===== config.mk =====
export PLATFORM = sky130hd
export DESIGN_NAME = postage_maxi_burst_addr
export DESIGN_NICKNAME = d
export VERILOG_FILES = /design/src/rtl/postage_maxi_burst_addr.sv
export SDC_FILE = /design/constraint.sdc
export NUM_CORES = 1
export LEC_CHECK = 0
export CORE_ASPECT_RATIO = 0.5
export CORE_MARGIN = 2
export CORE_UTILIZATION = 45
export CTS_CLUSTER_DIAMETER = 60
export DETAILED_ROUTE_END_ITERATION = 7
export GPL_TIMING_DRIVEN = 0
export HOLD_SLACK_MARGIN = 0.12
export PLACE_DENSITY_LB_ADDON = 0.08
export SETUP_SLACK_MARGIN = 0.2
export SYNTH_ARGS = -nofsm -noshare
export SYNTH_HDL_FRONTEND = slang
export SYNTH_SLANG_ARGS = --single-unit

===== constraint.sdc =====
create_clock -name ap_clk -period 5 [get_ports ap_clk]
set_clock_uncertainty 0.15 [all_clocks]
set_input_delay 1 -clock ap_clk [delete_from_list [all_inputs] [get_ports ap_clk]]
set_output_delay 1 -clock ap_clk [all_outputs]
set_load 0.05 [all_outputs]

===== src/rtl/postage_maxi_burst_addr.sv =====
// rtl/postage_maxi_burst_addr.sv - stamp idx*stride to AXI AW burst address over a 4-stage enabled pipe
// Optional burst/stall counters: define POSTAGE_BURST_ADDR_PERF_EN
module postage_maxi_burst_addr #(
  parameter int ADDR_W     = 64,
  parameter int BEAT_SHIFT = 6,
  parameter int ERR_W      = 16
) (
  input  logic              ap_clk,
  input  logic              ap_rst_n,
  input  logic [ADDR_W-1:0] base_addr,
  input  logic              s_valid,
  output logic              s_ready,
  input  logic [15:0]       s_idx,
  input  logic [8:0]        s_stride,
  output logic              aw_valid,
  input  logic              aw_ready,
  output logic [ADDR_W-1:0] aw_addr,
  output logic [7:0]        aw_len,
  output logic [ERR_W-1:0]  err_cnt
`ifdef POSTAGE_BURST_ADDR_PERF_EN
  ,
  output logic [31:0]       burst_cnt,
  output logic [31:0]       stall_cnt
`endif
);

  localparam int OFF_W = 25 + BEAT_SHIFT;

  logic              ce;
  logic              legal;

  logic [15:0]       idx_s1;
  logic [8:0]        stride_s1;
  logic [ADDR_W-1:0] base_s1;
  logic              v_s1;

  logic [24:0]       p_tmp;
  logic [8:0]        stride_s2;
  logic [ADDR_W-1:0] base_s2;
  logic              v_s2;

  logic [24:0]       p_reg;
  logic [8:0]        stride_s3;
  logic [ADDR_W-1:0] base_s3;
  logic              v_s3;

  logic [OFF_W-1:0]  byte_off;

  // A stalled AW beat freezes the whole pipe, so nothing upstream can overrun it.
  assign ce       = !aw_valid || aw_ready;
  assign s_ready  = ce;
  assign legal    = (s_stride != 9'd0) && (s_stride <= 9'd256);
  assign byte_off = {p_reg, {BEAT_SHIFT{1'b0}}};

  always_ff @(posedge ap_clk or negedge ap_rst_n) begin
    if (!ap_rst_n) begin
      idx_s1    <= '0;
      stride_s1 <= '0;
      base_s1   <= '0;
      v_s1      <= 1'b0;
      p_tmp     <= '0;
      stride_s2 <= '0;
      base_s2   <= '0;
      v_s2      <= 1'b0;
      p_reg     <= '0;
      stride_s3 <= '0;
      base_s3   <= '0;
      v_s3      <= 1'b0;
      aw_addr   <= '0;
      aw_len    <= '0;
      aw_valid  <= 1'b0;
    end else if (ce) begin
      idx_s1    <= s_idx;
      stride_s1 <= s_stride;
      base_s1   <= base_addr;
      v_s1      <= s_valid && legal;

      p_tmp     <= 25'(idx_s1) * 25'(stride_s1);
      stride_s2 <= stride_s1;
      base_s2   <= base_s1;
      v_s2      <= v_s1;

      p_reg     <= p_tmp;
      stride_s3 <= stride_s2;
      base_s3   <= base_s2;
      v_s3      <= v_s2;

      // Address sum wraps silently at the top of the address space.
      aw_addr   <= base_s3 + ADDR_W'(byte_off);
      aw_len    <= 8'(stride_s3 - 9'd1);
      aw_valid  <= v_s3;
    end
  end

  // Illegal strides are swallowed at the input; only the counter records them.
  always_ff @(posedge ap_clk or negedge ap_rst_n) begin
    if (!ap_rst_n) begin
      err_cnt <= '0;
    end else if (ce && s_valid && !legal && (err_cnt != {ERR_W{1'b1}})) begin
      err_cnt <= err_cnt + ERR_W'(1);
    end
  end

`ifdef POSTAGE_BURST_ADDR_PERF_EN
  always_ff @(posedge ap_clk or negedge ap_rst_n) begin
    if (!ap_rst_n) begin
      burst_cnt <= '0;
      stall_cnt <= '0;
    end else begin
      if (aw_valid && aw_ready)  burst_cnt <= burst_cnt + 32'd1;
      if (aw_valid && !aw_ready) stall_cnt <= stall_cnt + 32'd1;
    end
  end
`endif

endmodule

=== Word-level counts from Yosys, hierarchy flattened ===
Cells that the tools add are included.

* $add $sub $neg: 3
* Multipliers: 1
* Div/mod/pow operators: 0
* $lt $le $gt $ge: 1
* Equality and inequality tests: 1
* Shift operators: 0
* Multiplexer cells: 0
* Bitwise gates (word level): 0
* Reduce and logical (&&, ||, !) cells: 9

{| class="wikitable"
|+ Operators with widths
! kind !! count
|-
| $add 64x31->64 || 1
|-
| $mul 16x9->25 || 1
|-
| $add 16x1->16 const B || 1
|-
| $ne 16x16->1 const B || 1
|-
| $le 9x9->1 const B || 1
|-
| $reduce_bool 9->1 || 1
|-
| $sub 8x1->8 const B || 1
|-
| $logic_and 1x1->1 || 5
|-
| $logic_not 1->1 || 2
|-
| $logic_or 1x1->1 || 1
|}

* Register bits: 375
* Bits in latches: 0
* Bits in writable memories: 0
* Bits in read-only memories: 0
* Input port bits: 93
* Output and inout bits: 90
* Word-level logic and storage cells: 31
* Memories: 0

=== Logic depth before layout (Yosys ltp) ===
* Word-level depth: 5
* Gate-level depth with buffers: 21

=== Worst setup path before layout ===
No wires, ideal clock.

* Path type: flip-flop to flip-flop
* Start: register stride_s1[2]
* End: register p_tmp[23]
* Setup time: 0.125 ns
* Arrival: 4.897 ns
* Data required time: 4.725 ns
* Setup slack: -0.172 ns
* Stages on the path, launching flop included: 19
* Path buffers: 2
* Period minus slack after synthesis: 5.172 ns
* Cells stage by stage: dfrtp_1 > clkbuf_1 > clkbuf_1 > nand2_1 > fa_1 > inv_1 > fa_1 > fa_1 > inv_1 > fa_1 > inv_1 > ha_1 > a2111oi_0 > o21ai_0 > a41o_1 > a211oi_1 > o31ai_1 > xor2_1 > mux2_2

* Cells in the longest elaborated chain, start to end: 1

{| class="wikitable"
|+ RTL lines
! what !! RTL line !! RTL
|-
| from (decl) || 33 || <nowiki>logic [8:0] stride_s1;</nowiki>
|-
| from (signal assigned) || 74 || <nowiki>stride_s1 <= s_stride;</nowiki>
|-
| $mul 16x9->25 || 78 || <nowiki>p_tmp <= 25'(idx_s1) * 25'(stride_s1);</nowiki>
|-
| to (signal assigned) || 78 ||
|-
| to (decl) || 37 || <nowiki>logic [24:0] p_tmp;</nowiki>
|}

No other way between the ends.
A chain may end at the register's enable or synchronous reset.

=== Final worst setup path ===
* Start: register stride_s1[6]
* End: register p_tmp[20]

Same word-level chain as after synthesis.

==> summary.txt <==
Status
  – Outcome: completed

Timing
  – # setup viols final: 0
  – RSZ-0062 raised after global routing: true
  – Final hold violation count: 0
  – Worst-margin pin slew: 1.30 ns
  – Fin crit period: 4.95 ns
  – Slew Viols, Final: 0
  – Final Cycle Share: 98.9%
  – Fmax achieved: 0.202 GHz
  – Hold Worst Slack: 0.263 ns
  – Slew headroom: 13.2%
  – Worst setup margin: 0.0546 ns

Worst setup path
  – Crit path cell chain: clkbuf_16, buf_6, and2_4, fa_1, fa_1, fa_1, inv_2, fa_1, inv_2, ha_4, a21oi_4, o221ai_4, o21ai_2, a31oi_4, buf_6, buf_6, o21a_1, nor2_1, xnor2_1, a21oi_1
  – Cell mode on critical path: fa_1
  – Critical Path Max Stage Delay: 0.58 ns
  – Worst setup EP type: register
  – Critical path's slowest cell: fa_1
  – CP bufs+invs: 6
  – Crit-path leading delay family: adder cells
  – CP Max Fanout: 5
  – Crit path DAT: 5.20 ns
  – Setup crit start kind: register
  – Crit Path Class: reg -> reg
  – Required time of the critical path: 5.26 ns

Place
  – DPL Wire Length: 40.9 mm
  – Routability cong.: 0.923
  – Port buffer count: 182
  – Placed Area: 23,400 µm²
  – Pre-CTS worst setup slack: -0.879 ns

Synth
  – Mux cell area share after synthesis: 0.157%
  – Synth Area in XOR/XNOR: under 10%
  – Mapped Avg Cell Area: ~8.8 µm²
  – Largest family of logic cells by synthesized area: simple AND/OR/NAND/NOR gates
  – Synth Net Count: 2,625
  – Synth Cell Area: around 21,000 µm²
  – Synth Area in Compound Gates: 7.18%
  – Syn. warnings: 0
  – EDFF count, synth: 0
  – Post-Syn Instances: 2,360
  – Top_reg_cell synth: dfrtp_1
  – Netlist cell types: 64
  – Asr flop ratio synth: 100%
  – Yosys reg bits: roughly 380
  – Register area share after synthesis: 45.4%
  – Synth Area in Simple Gates: 25.0%
  – Fraction of the mapped netlist area in adder cells: 14.0%

Global routing
  – First-pass GRT wire length: 89.5 mm
  – Largest net degree at the start of global routing: 116
  – Grt total ovfl: 0
  – Initial antenna violation count: 3
  – Met2 Usage GRT: 36.9%
  – GRT Util Overall: 24.1%
  – Vias in the first global route: 16,562
  – Met1 usage: between 30% and 40%
  – GRT Max-Usage Layer: met2
  – Met3 usage: under 10%

Final layout
  – Layout fillers: 4,234
  – Nets: 2,906
  – Final core occ: 56.9%
  – Finished Cell Area: 25,800 µm²
  – Share of cells above drive strength 1: 9.38%
  – Area growth syn-to-layout: 24.5%

Floorplan
  – Initial core utilization: 45.7%
  – Std cell rows: 55
  – Die area: 47,800 µm²
  – I/O pins: between 150 and 200
  – Core Footprint: 45,300 µm²
  – Die W: between 300 and 400 µm
  – Die H: between 150 and 200 µm

Detailed routing
  – WL per Instance: 17.1 µm
  – # DRC: 0
  – Vias per inst: 5.10
  – Antenna Nets Post-Route: 0
  – TritonRoute pass-1 iters: 5
  – DR vias: 16,647
  – Routed wire length: 56.0 mm
  – Drt first-iter violations: 1,160

Min path
  – Hold Crit Class: in -> async

Clocking
  – Hold-fix buffers, CTS: 0
  – Clock buffer depth: 3
  – CTS root buffer: clkbuf_16
  – CTS Buf Count: 38
  – Clk Latency, worst-skew pair: 0.55 ns
  – Worst-path clk slew: roughly 0.070 ns
  – Clock sink count: 375
  – CTS tree: built
  – CTS HTree Levels: 2

Flow run
  – Total of max-cap violations: 0
==> what timing repair did <==
action,CTS,global route
setup buffers,47,10
setup endpoints to repair,16,11
resized for setup,129,42
pin swaps,56,42
==> cell usage in the layout, fill, tap and decap left out, types with 31 or more instances in the layout <==
cell type,synthesis,final
inv_1,153,145
buf_4,0,45
xnor2_1,43,41
fa_1,100,98
nor2_1,78,73
dfrtp_1,375,369
a21oi_1,66,59
xor2_1,31,31
nand2_1,940,932
clkdlybuf4s50_1,0,181
ha_1,72,61
o21ai_0,55,47
clkbuf_1,108,89
and2_1,86,79
clkbuf_16,0,45
==> through the flow <==
stage	instances	setup TNS (ns)
after global placement	3140	-5291.73
final	3265	0
after detailed placement	3143	-5.39
after CTS	3254	0
after global routing	3264	-0.243
after floorplan	2360	0
==> cells by family (layout without fill, tap and decap cells) <==
group                    after synthesis  after routing
other                                  0              1
adder cells (fa/ha/maj)              172            172
flip-flops                           375            375
AO/OA/AOI/OAI                        231            231
multiplexers                           3              3
buffers and inverters                274            580
XOR/XNOR                              74             74
AND/OR/NAND/NOR                     1231           1231
==> cell usage after synthesis, drive strengths merged, types with 6 or more instances <==
cell type  count  area (µm²)
nand2        940        3530
dfrtp        375        9380
inv          154         578
clkbuf       109         410
fa           100        2000
and2          86         538
nor2          79         299
ha            72         901
o21ai         72         364
a21oi         66         330
xnor2         43         377
xor2          31         272
nand3         24         120
nand4         18         113
a31oi         15        93.8
nor3          15        75.1
nor4          15         125
o31ai         15         113
a21o          14         105
and3          12        75.1
buf           11        62.6
or4           10        75.1
a211oi         7        52.6
o21a           7        52.6
or3            7        43.8
nand2b         6        37.5
==> path summary, 6_finish.rpt <==
| path | endpoint | start | depth (start not counted) | slack, ns |
|---|---|---|---|---|
| worst max-delay path | p_tmp[20] | stride_s1[6] | 20 | 0.05 |
| worst min-delay path | base_s1[53] | ap_rst_n | 1 | 0.26 |
| max in group asynchronous | base_s2[11] | ap_rst_n | 3 | 3.06 |
| worst min register to register | base_s1[45] | base_s1[45] | 2 | 0.32 |
| worst max register to register | p_tmp[20] | stride_s1[6] | 20 | 0.05 |
| min in group ap_clk | base_s1[45] | base_s1[45] | 2 | 0.32 |
==> cell type report <==
cell class,count,area (µm²),share of cell area (%)
Antenna cell,1,2.50,0.00972
Buffer,119,716,2.78
Clock buffer,53,1070,4.14
Clock inverter,12,134,0.520
Inverter,154,578,2.24
Multi-Input combinational cell,1711,10700,41.6
Sequential cell,375,9390,36.5
Tap cell,598,748,2.91
Timing Repair Buffer,242,2400,9.33
==> routing by layer <==
metal	wire, µm	part of all wire (%)	vias up
li1	-	-	8045
met1	27000	48	8198
met2	24600	44	343
met3	3550	6.3	61
met4	869	1.6	0
met5	0	0	-
Power is not shown: default switching activity piles up to over one toggle a cycle in this logic, so the estimate is an artifact.
